--- src/rtl/mult_prod_accum.sv ---
// Accumulates groups of 1-16 signed multiplier products and emits a rounded,
// saturated result through a one-entry valid/ready holding register.
module mult_prod_accum #(
  parameter int PIPE_LAT = 4,
  parameter int SHIFT    = 16,
  parameter int OUT_W    = 32
) (
  input  logic                    CLK,
  input  logic                    RST,
  input  logic                    IN_VALID,
  input  logic signed [59:0]      PROD_IN,
  input  logic        [3:0]       LEN,
  input  logic                    OUT_READY,
  output logic                    OUT_VALID,
  output logic        [OUT_W-1:0] ACC_OUT,
  output logic                    SAT_FLAG,
  output logic                    OVERRUN
);

  typedef enum logic {IDLE, ACCUM} state_t;

  localparam logic signed [64:0] SAT_MAX = (65'sd1 <<< (OUT_W-1)) - 65'sd1;
  localparam logic signed [64:0] SAT_MIN = -(65'sd1 <<< (OUT_W-1));
  localparam logic signed [64:0] RND_HALF = 65'sd1 <<< (SHIFT-1);

  logic [PIPE_LAT-1:0] vld_q, vld_d;
  logic                pvalid;

  state_t              state_q, state_d;
  logic signed [63:0]  acc_q, acc_d;
  logic [4:0]          cnt_q, cnt_d;
  logic [4:0]          lenq_q, lenq_d;
  logic                done_q, done_d;

  logic                out_valid_q, out_valid_d;
  logic [OUT_W-1:0]    acc_out_q, acc_out_d;
  logic                sat_q, sat_d;
  logic                overrun_q, overrun_d;

  logic signed [63:0]  prod_ext;
  logic [4:0]          len_in;
  logic signed [64:0]  rnd_sum;
  logic signed [64:0]  rnd_r;
  logic [OUT_W-1:0]    res;
  logic                res_sat;

  // Multiplier has no valid of its own; delay the operand strobe to match it.
  always_comb begin
    vld_d    = vld_q << 1;
    vld_d[0] = IN_VALID;
  end

  assign pvalid   = vld_q[PIPE_LAT-1];
  assign prod_ext = {{4{PROD_IN[59]}}, PROD_IN};
  assign len_in   = (LEN == 4'd0) ? 5'd16 : {1'b0, LEN};

  always_comb begin
    state_d = state_q;
    acc_d   = acc_q;
    cnt_d   = cnt_q;
    lenq_d  = lenq_q;
    done_d  = 1'b0;
    case (state_q)
      IDLE: begin
        if (pvalid) begin
          acc_d  = prod_ext;
          lenq_d = len_in;
          cnt_d  = 5'd1;
          if (len_in == 5'd1) done_d  = 1'b1;
          else                state_d = ACCUM;
        end
      end
      ACCUM: begin
        if (pvalid) begin
          acc_d = acc_q + prod_ext;
          cnt_d = cnt_q + 5'd1;
          if (cnt_q + 5'd1 == lenq_q) begin
            done_d  = 1'b1;
            state_d = IDLE;
          end
        end
      end
      default: state_d = IDLE;
    endcase
  end

  // acc_q still holds the finished sum while done_q is high, even if the
  // next group starts loading it at that same edge.
  always_comb begin
    rnd_sum = {acc_q[63], acc_q} + RND_HALF;
    rnd_r   = rnd_sum >>> SHIFT;
    res     = rnd_r[OUT_W-1:0];
    res_sat = 1'b0;
    if (rnd_r > SAT_MAX) begin
      res     = {1'b0, {(OUT_W-1){1'b1}}};
      res_sat = 1'b1;
    end else if (rnd_r < SAT_MIN) begin
      res     = {1'b1, {(OUT_W-1){1'b0}}};
      res_sat = 1'b1;
    end
  end

  always_comb begin
    out_valid_d = out_valid_q;
    acc_out_d   = acc_out_q;
    sat_d       = sat_q;
    overrun_d   = overrun_q;
    if (done_q && (!out_valid_q || OUT_READY)) begin
      out_valid_d = 1'b1;
      acc_out_d   = res;
      sat_d       = res_sat;
    end else if (done_q) begin
      overrun_d   = 1'b1;
    end else if (out_valid_q && OUT_READY) begin
      out_valid_d = 1'b0;
    end
  end

  always_ff @(posedge CLK or posedge RST) begin
    if (RST) begin
      vld_q       <= '0;
      state_q     <= IDLE;
      acc_q       <= '0;
      cnt_q       <= '0;
      lenq_q      <= '0;
      done_q      <= 1'b0;
      out_valid_q <= 1'b0;
      acc_out_q   <= '0;
      sat_q       <= 1'b0;
      overrun_q   <= 1'b0;
    end else begin
      vld_q       <= vld_d;
      state_q     <= state_d;
      acc_q       <= acc_d;
      cnt_q       <= cnt_d;
      lenq_q      <= lenq_d;
      done_q      <= done_d;
      out_valid_q <= out_valid_d;
      acc_out_q   <= acc_out_d;
      sat_q       <= sat_d;
      overrun_q   <= overrun_d;
    end
  end

  assign OUT_VALID = out_valid_q;
  assign ACC_OUT   = acc_out_q;
  assign SAT_FLAG  = sat_q;
  assign OVERRUN   = overrun_q;

endmodule

--- config.mk ---
export PLATFORM = sky130hd
export DESIGN_NAME = mult_prod_accum
export DESIGN_NICKNAME = d
export VERILOG_FILES = /design/src/rtl/mult_prod_accum.sv
export SDC_FILE = /design/constraint.sdc
export NUM_CORES = 1
export LEC_CHECK = 0
export CELL_PAD_IN_SITES_DETAIL_PLACEMENT = 1
export CELL_PAD_IN_SITES_GLOBAL_PLACEMENT = 2
export CORE_MARGIN = 2
export CORE_UTILIZATION = 31
export DETAILED_ROUTE_END_ITERATION = 8
export GPL_ROUTABILITY_DRIVEN = 0
export PLACE_DENSITY_LB_ADDON = 0.1
export REMOVE_ABC_BUFFERS = 1
export SLEW_MARGIN = 20
export SYNTH_ARGS = -nofsm -noshare
export SYNTH_HDL_FRONTEND = slang
export SYNTH_SLANG_ARGS = --single-unit
--- constraint.sdc ---
create_clock -name CLK -period 4.2 [get_ports CLK]
set_clock_uncertainty 0.15 [all_clocks]
set_input_delay 0.42 -clock CLK [delete_from_list [all_inputs] [get_ports CLK]]
set_output_delay 0.42 -clock CLK [all_outputs]
set_load 0.005 [all_outputs]
; After elaboration in Yosys (flattened, before gate mapping)
; Cells that the tools add are included.
[op_classes]
shifts = 0
n_reduce_logical = 10
div = 0
n_lt_le_gt_ge = 2
bitwise_logic = 2
multipliers = 0
mux = 24
eq_ne = 5
addsub = 3
[ops]
columns = operator, count
row1 = two-way mux 64 bit, 2
row2 = case mux 64 bit (2 select lines), 1
row3 = "adder 64 x 17 -> 65 bit, second input constant", 1
row4 = adder 64 x 60 -> 64 bit, 1
row5 = two-way mux 32 bit, 2
row6 = "greater-than comparator 49 x 32 -> 1 bit, second input constant", 1
row7 = "< comparator 49 x 32 -> 1 bit, second input constant", 1
row8 = two-way mux 5 bit, 3
row9 = two-way mux 1 bit, 13
row10 = case mux 5 bit (2 select lines), 1
row11 = AND reduction 2 bit, 4
row12 = "adder 5 x 1 -> 5 bit, second input constant", 1
row13 = "equality test 5 x 1 -> 1 bit, second input constant", 1
row14 = equality test 5 bit, 1
row15 = logical NOT 4 bit, 1
row16 = "!= test 2 bit, second input constant", 2
row17 = case mux 1 bit (2 select lines), 2
row18 = logical AND 1 bit, 2
row19 = "!= test 2 x 1 -> 1 bit, second input constant", 1
row20 = NOT 1 bit, 2
row21 = nonzero test 2 bit, 1
row22 = logical NOT 1 bit, 1
row23 = logical OR 1 bit, 1
[totals]
memories = 0
out_inout_bits = 35
rom_bits = 0
regBits = 115
in_bits = 68
latchBits = 0
ram_bits = 0
wordCells = 56

; Depth between registers and ports, before layout
[logic_depth]
ltp_word = 6
depth_mapped = 13
mapped_depth_nobuf = 12

; Least setup slack after synthesis
; Ideal clock, no wire load.
[synth_timing]
path_type = flip-flop to flip-flop
startpoint = register acc_q[17]
endpoint = register acc_q[62]
path_stages_with_launch = 12
period_less_slack_ns = 3.221
arrival_time_ns = 2.982
path_slack_ns = 0.979
path_cell_list = dfrtp_1 -> ha_1 -> buf_2 -> and4_4 -> nand3_4 -> or4b_1 -> a21o_1 -> a211o_1 -> a31o_1 -> and3b_1 -> or3_1 -> o2111ai_1
[synth_between]
elab_chain_len = 3
[synth_rtl]
columns = item, line_no
row1 = start: declaration, 30  ; logic signed [63:0] acc_q, acc_d;
row2 = start signal: assignment, 123  ; acc_q <= '0;
row3 = start signal: assignment, 134  ; acc_q <= acc_d;
row4 = adder 64 x 60 -> 64 bit, 75  ; acc_d = acc_q + prod_ext;
row5 = two-way mux 64 bit, 74  ; if (pvalid) begin
row6 = case mux 64 bit (2 select lines), 63  ; case (state_q)
; No other way between the ends. The select of a mux whose other input is x is not followed.
; A chain may end at the register's enable or synchronous reset.

; Worst setup path after layout
[layout_timing]
startpoint = register acc_q[52]
endpoint = register acc_out_q[12], in the netlist ACC_OUT[12]
[layout_between]
elab_chain_len = 4
elab_cells_between_ends = 5
classes_between = 1 x add/sub / 2 x order compare / 2 x mux
[layout_rtl]
columns = item, line_no
row1 = adder 64 x 17 -> 65 bit *, 90  ; rnd_sum = {acc_q[63], acc_q} + RND_HALF;
row2 = < comparator 49 x 32 -> 1 bit, 97  ; end else if (rnd_r < SAT_MIN) begin
row3 = two-way mux 32 bit, 97
row4 = two-way mux 32 bit *, 94  ; if (rnd_r > SAT_MAX) begin
row5 = end signal: assignment, 139  ; acc_out_q <= acc_out_d;
row6 = end: declaration, 36  ; logic [OUT_W-1:0] acc_out_q, acc_out_d;
; Every way passes the cells marked *; elsewhere a longest branch is shown, timed or not.

==> run summary <==
CTS tree: yes
CP Launch Point: acc_q[52]
H-tree depth: 4
XOR/XNOR Fraction of Synth Area: 7.335%
Post-CTS Hold Fix Bufs: 0
Hpwl dp: 27010 um
DRT iter0 DRCs: 357
Primary FF master, synth: dfrtp_1
Critical Path Fanout Max: 32
Chip Width: 183.9 um
Most frequent cell after synthesis: nor2_1
Total placed instance area: 0.01157 sq mm
Largest family of logic cells by synthesized area: compound AO/OA/AOI/OAI gates
Worst Path Arrival: 4.00 ns
Pins over their slew limit: 0
Finished Cell Area: 0.01218 sq mm
DRT antenna net count: 0
WP buf/inv: 1
Compound-gate portion of the synthesized area: 24.40%
Critical Path Slowest Stage Cell: or4_4
Post-synth top cells: 134 x nor2_1, 127 x a21oi_1, 115 x dfrtp_1
Post-Syn Area per Cell: 7.973 sq um
WS Path Type: flip-flop to flip-flop
Largest net degree at the start of global routing: 81
CTS Root Cell: clkbuf_16
Vias in the first global route: 10060
Mux contribution to synthesized area: 3.855%
Post-Route WL: 35340 um
Outcome: finished clean
Total grt overflow: 0
Area leader, netlist: dfrtp_1
Reg-to-Reg Start: acc_q[52]
Worst slew pin tran: 0.8292 ns
DRC violations left: 0
DR vias: 9737
Share of layout cells above drive strength 1: 6.701%
CTS Buffer Depth: 2
Synth Area in Simple Gates: 23.35%
Die area: 0.03381 sq mm
First-pass GRT wire length: 57090 um
Tcrit/Tclk final: 90.57%
WP data required: 4.40 ns
Worst vdd ir: 316.9 uV
Port Buffer Count: 102
Clock edge transition at the registers on the reported setup and hold paths: 0.06 ns
Crit-path max cell delay: 0.60 ns
Initial Util: 31.62%
Final hold vios: 0
FFs w/ async S/R, synth: 100.0%
Fillers: 3814
Number of unique standard cell types used by synthesis: 78
Synth top area share: 28.69%
Height of the die: 183.9 um
Setup-failing EPs final: 0
Fin nets: 1480
Crit. End Element: flip-flop
Synth Area in Adders: 8.308%
Power per cell area: 775.4 mW/mm^2
Top Ports: 103
Register area share after synthesis: 28.69%
Worst skew pair latency: 0.44 ns
CP Launch Type: flip-flop
Yosys reg bits: 115
Max cap viols: 0
# rows: 65
Crit path max-delay family: simple AND/OR/NAND/NOR gates
Hold path startpoint: vld_q[2]
Max Freq: 262.9 MHz
Synth warn: 0
Core area: 0.03172 sq mm
Post-synth EDFFs: 0
Worst path cell trace: nand3_1 > or4_4 > nor4_1 > nand3_1 > xnor2_1 > or4_1 > nor4_1 > a21oi_2 > buf_4 > nor3_1
ANT cells: 0
Netlist Area Pre-Place: 0.01003 sq mm
PostCTS Resize Cnt: 0
RSZ-0062 raised after global routing: false
Setup Fix Bufs, Post-CTS: 0
CTS sink cnt: 115
CTS Buf Count: 17
Slew HR: 44.72%
Mapped Cells: 1258
WHS: 0.1962 ns
Final min period: 3.804 ns
Initial antenna violation count: 0
Synth top area cells: dfrtp_1 29%, ha_1 8.1%, a21oi_1 6.3%
DR pass1 iterations: 5
GRT Overall Usage: 21.74%
Area delta synth->final: 21.42%
HP Class: flip-flop to flip-flop
Mean routed wirelength per cell: 20.08 um
Vias per inst: 5.532
Leak pwr: 5.226 nW
final timing paths:
kind | to | slack, ns | cells past startpoint
setup / recovery | ACC_OUT[12] | 0.40 | 10
hold / removal | vld_q[3] | 0.20 | 0
setup reg to reg | ACC_OUT[12] | 0.40 | 10
hold reg to reg | vld_q[3] | 0.20 | 0
max in group asynchronous | acc_q[1] | 2.82 | 3
min in group asynchronous | acc_q[42] | 0.28 | 2
layer usage:
metal	track usage (%)	vias up	wire length, um
met5	0	-	0
li1	-	4808	-
met4	5.152	0	379
met3	2.773	20	751
met1	29.80	4791	17540
met2	36.29	118	16670
registers in the layout, summed over array words and instances, names as in the netlist:
| register | flops |
|---|---|
| done_q | 1 |
| state_q | 1 |
| acc_q | 64 |
| vld_q | 4 |
| OUT_VALID | 1 |
| OVERRUN | 1 |
| ACC_OUT | 32 |
| lenq_q | 5 |
| SAT_FLAG | 1 |
| cnt_q | 5 |
placed cells by master, fill, tap and decap left out, drive strengths merged, types with 5 or more instances in the layout:
cell type        n
o211ai          10
nor2b           19
nor2           134
a21boi           6
mux2             5
nor3            69
a21oi          127
and2             8
clkbuf          19
and4             9
nand4           24
o21bai          10
nand2b           6
or3             13
clkdlybuf4s50  102
ha              65
o21ai           66
dfrtp          115
a211oi          13
a21o            50
a211o            7
a31oi           23
a41oi            5
o22ai            9
buf             36
nand3           52
and3            13
o31ai            8
o2111ai          6
nor4            12
xor2            35
inv             32
a311o            6
nand2           88
o21a             9
clkinvlp         6
xnor2           49
nor3b            6
mux2i           33
per-stage QoR:
stage	setup WS (ns)	power (mW)	TNS, ns	utilization, %	instances
finish	0.3963	9.443	0	38.39	1760
global route	0.1724	10.33	0	38.39	1760
CTS	0.3716	9.531	0	38.39	1760
detailed placement	0.06900	7.924	0	36.47	1729
global placement	0.08911	7.854	0	36.47	1729
floorplan	-0.2773	6.007	-1.629	-	1189
power by group:
part / total [mW] / switching, mW / internal (mW)
clock network: 1.55 / 0.587 / 0.959
logic: 5.69 / 3.15 / 2.54
registers: 2.20 / 0.568 / 1.63
total: 9.44 / 4.31 / 5.14
cell families after synthesis:
logic type	count (synthesis)
AND/OR/NAND/NOR	469
adder cells (fa/ha/maj)	66
AO/OA/AOI/OAI	384
flip-flops	115
buffers and inverters	102
XOR/XNOR	84
multiplexers	38
area by class of cell:
cell class | count | area, sq um | share of cell area, %
multi-input cells | 1041 | 6749 | 55.42
clock buffers | 19 | 452.9 | 3.719
repair buffers | 138 | 1304 | 10.71
well taps | 402 | 503.0 | 4.130
flip-flops and latches | 115 | 2885 | 23.69
inverters | 33 | 126.4 | 1.038
clock inverters | 12 | 157.7 | 1.295
(Power assumes the default switching activity.)
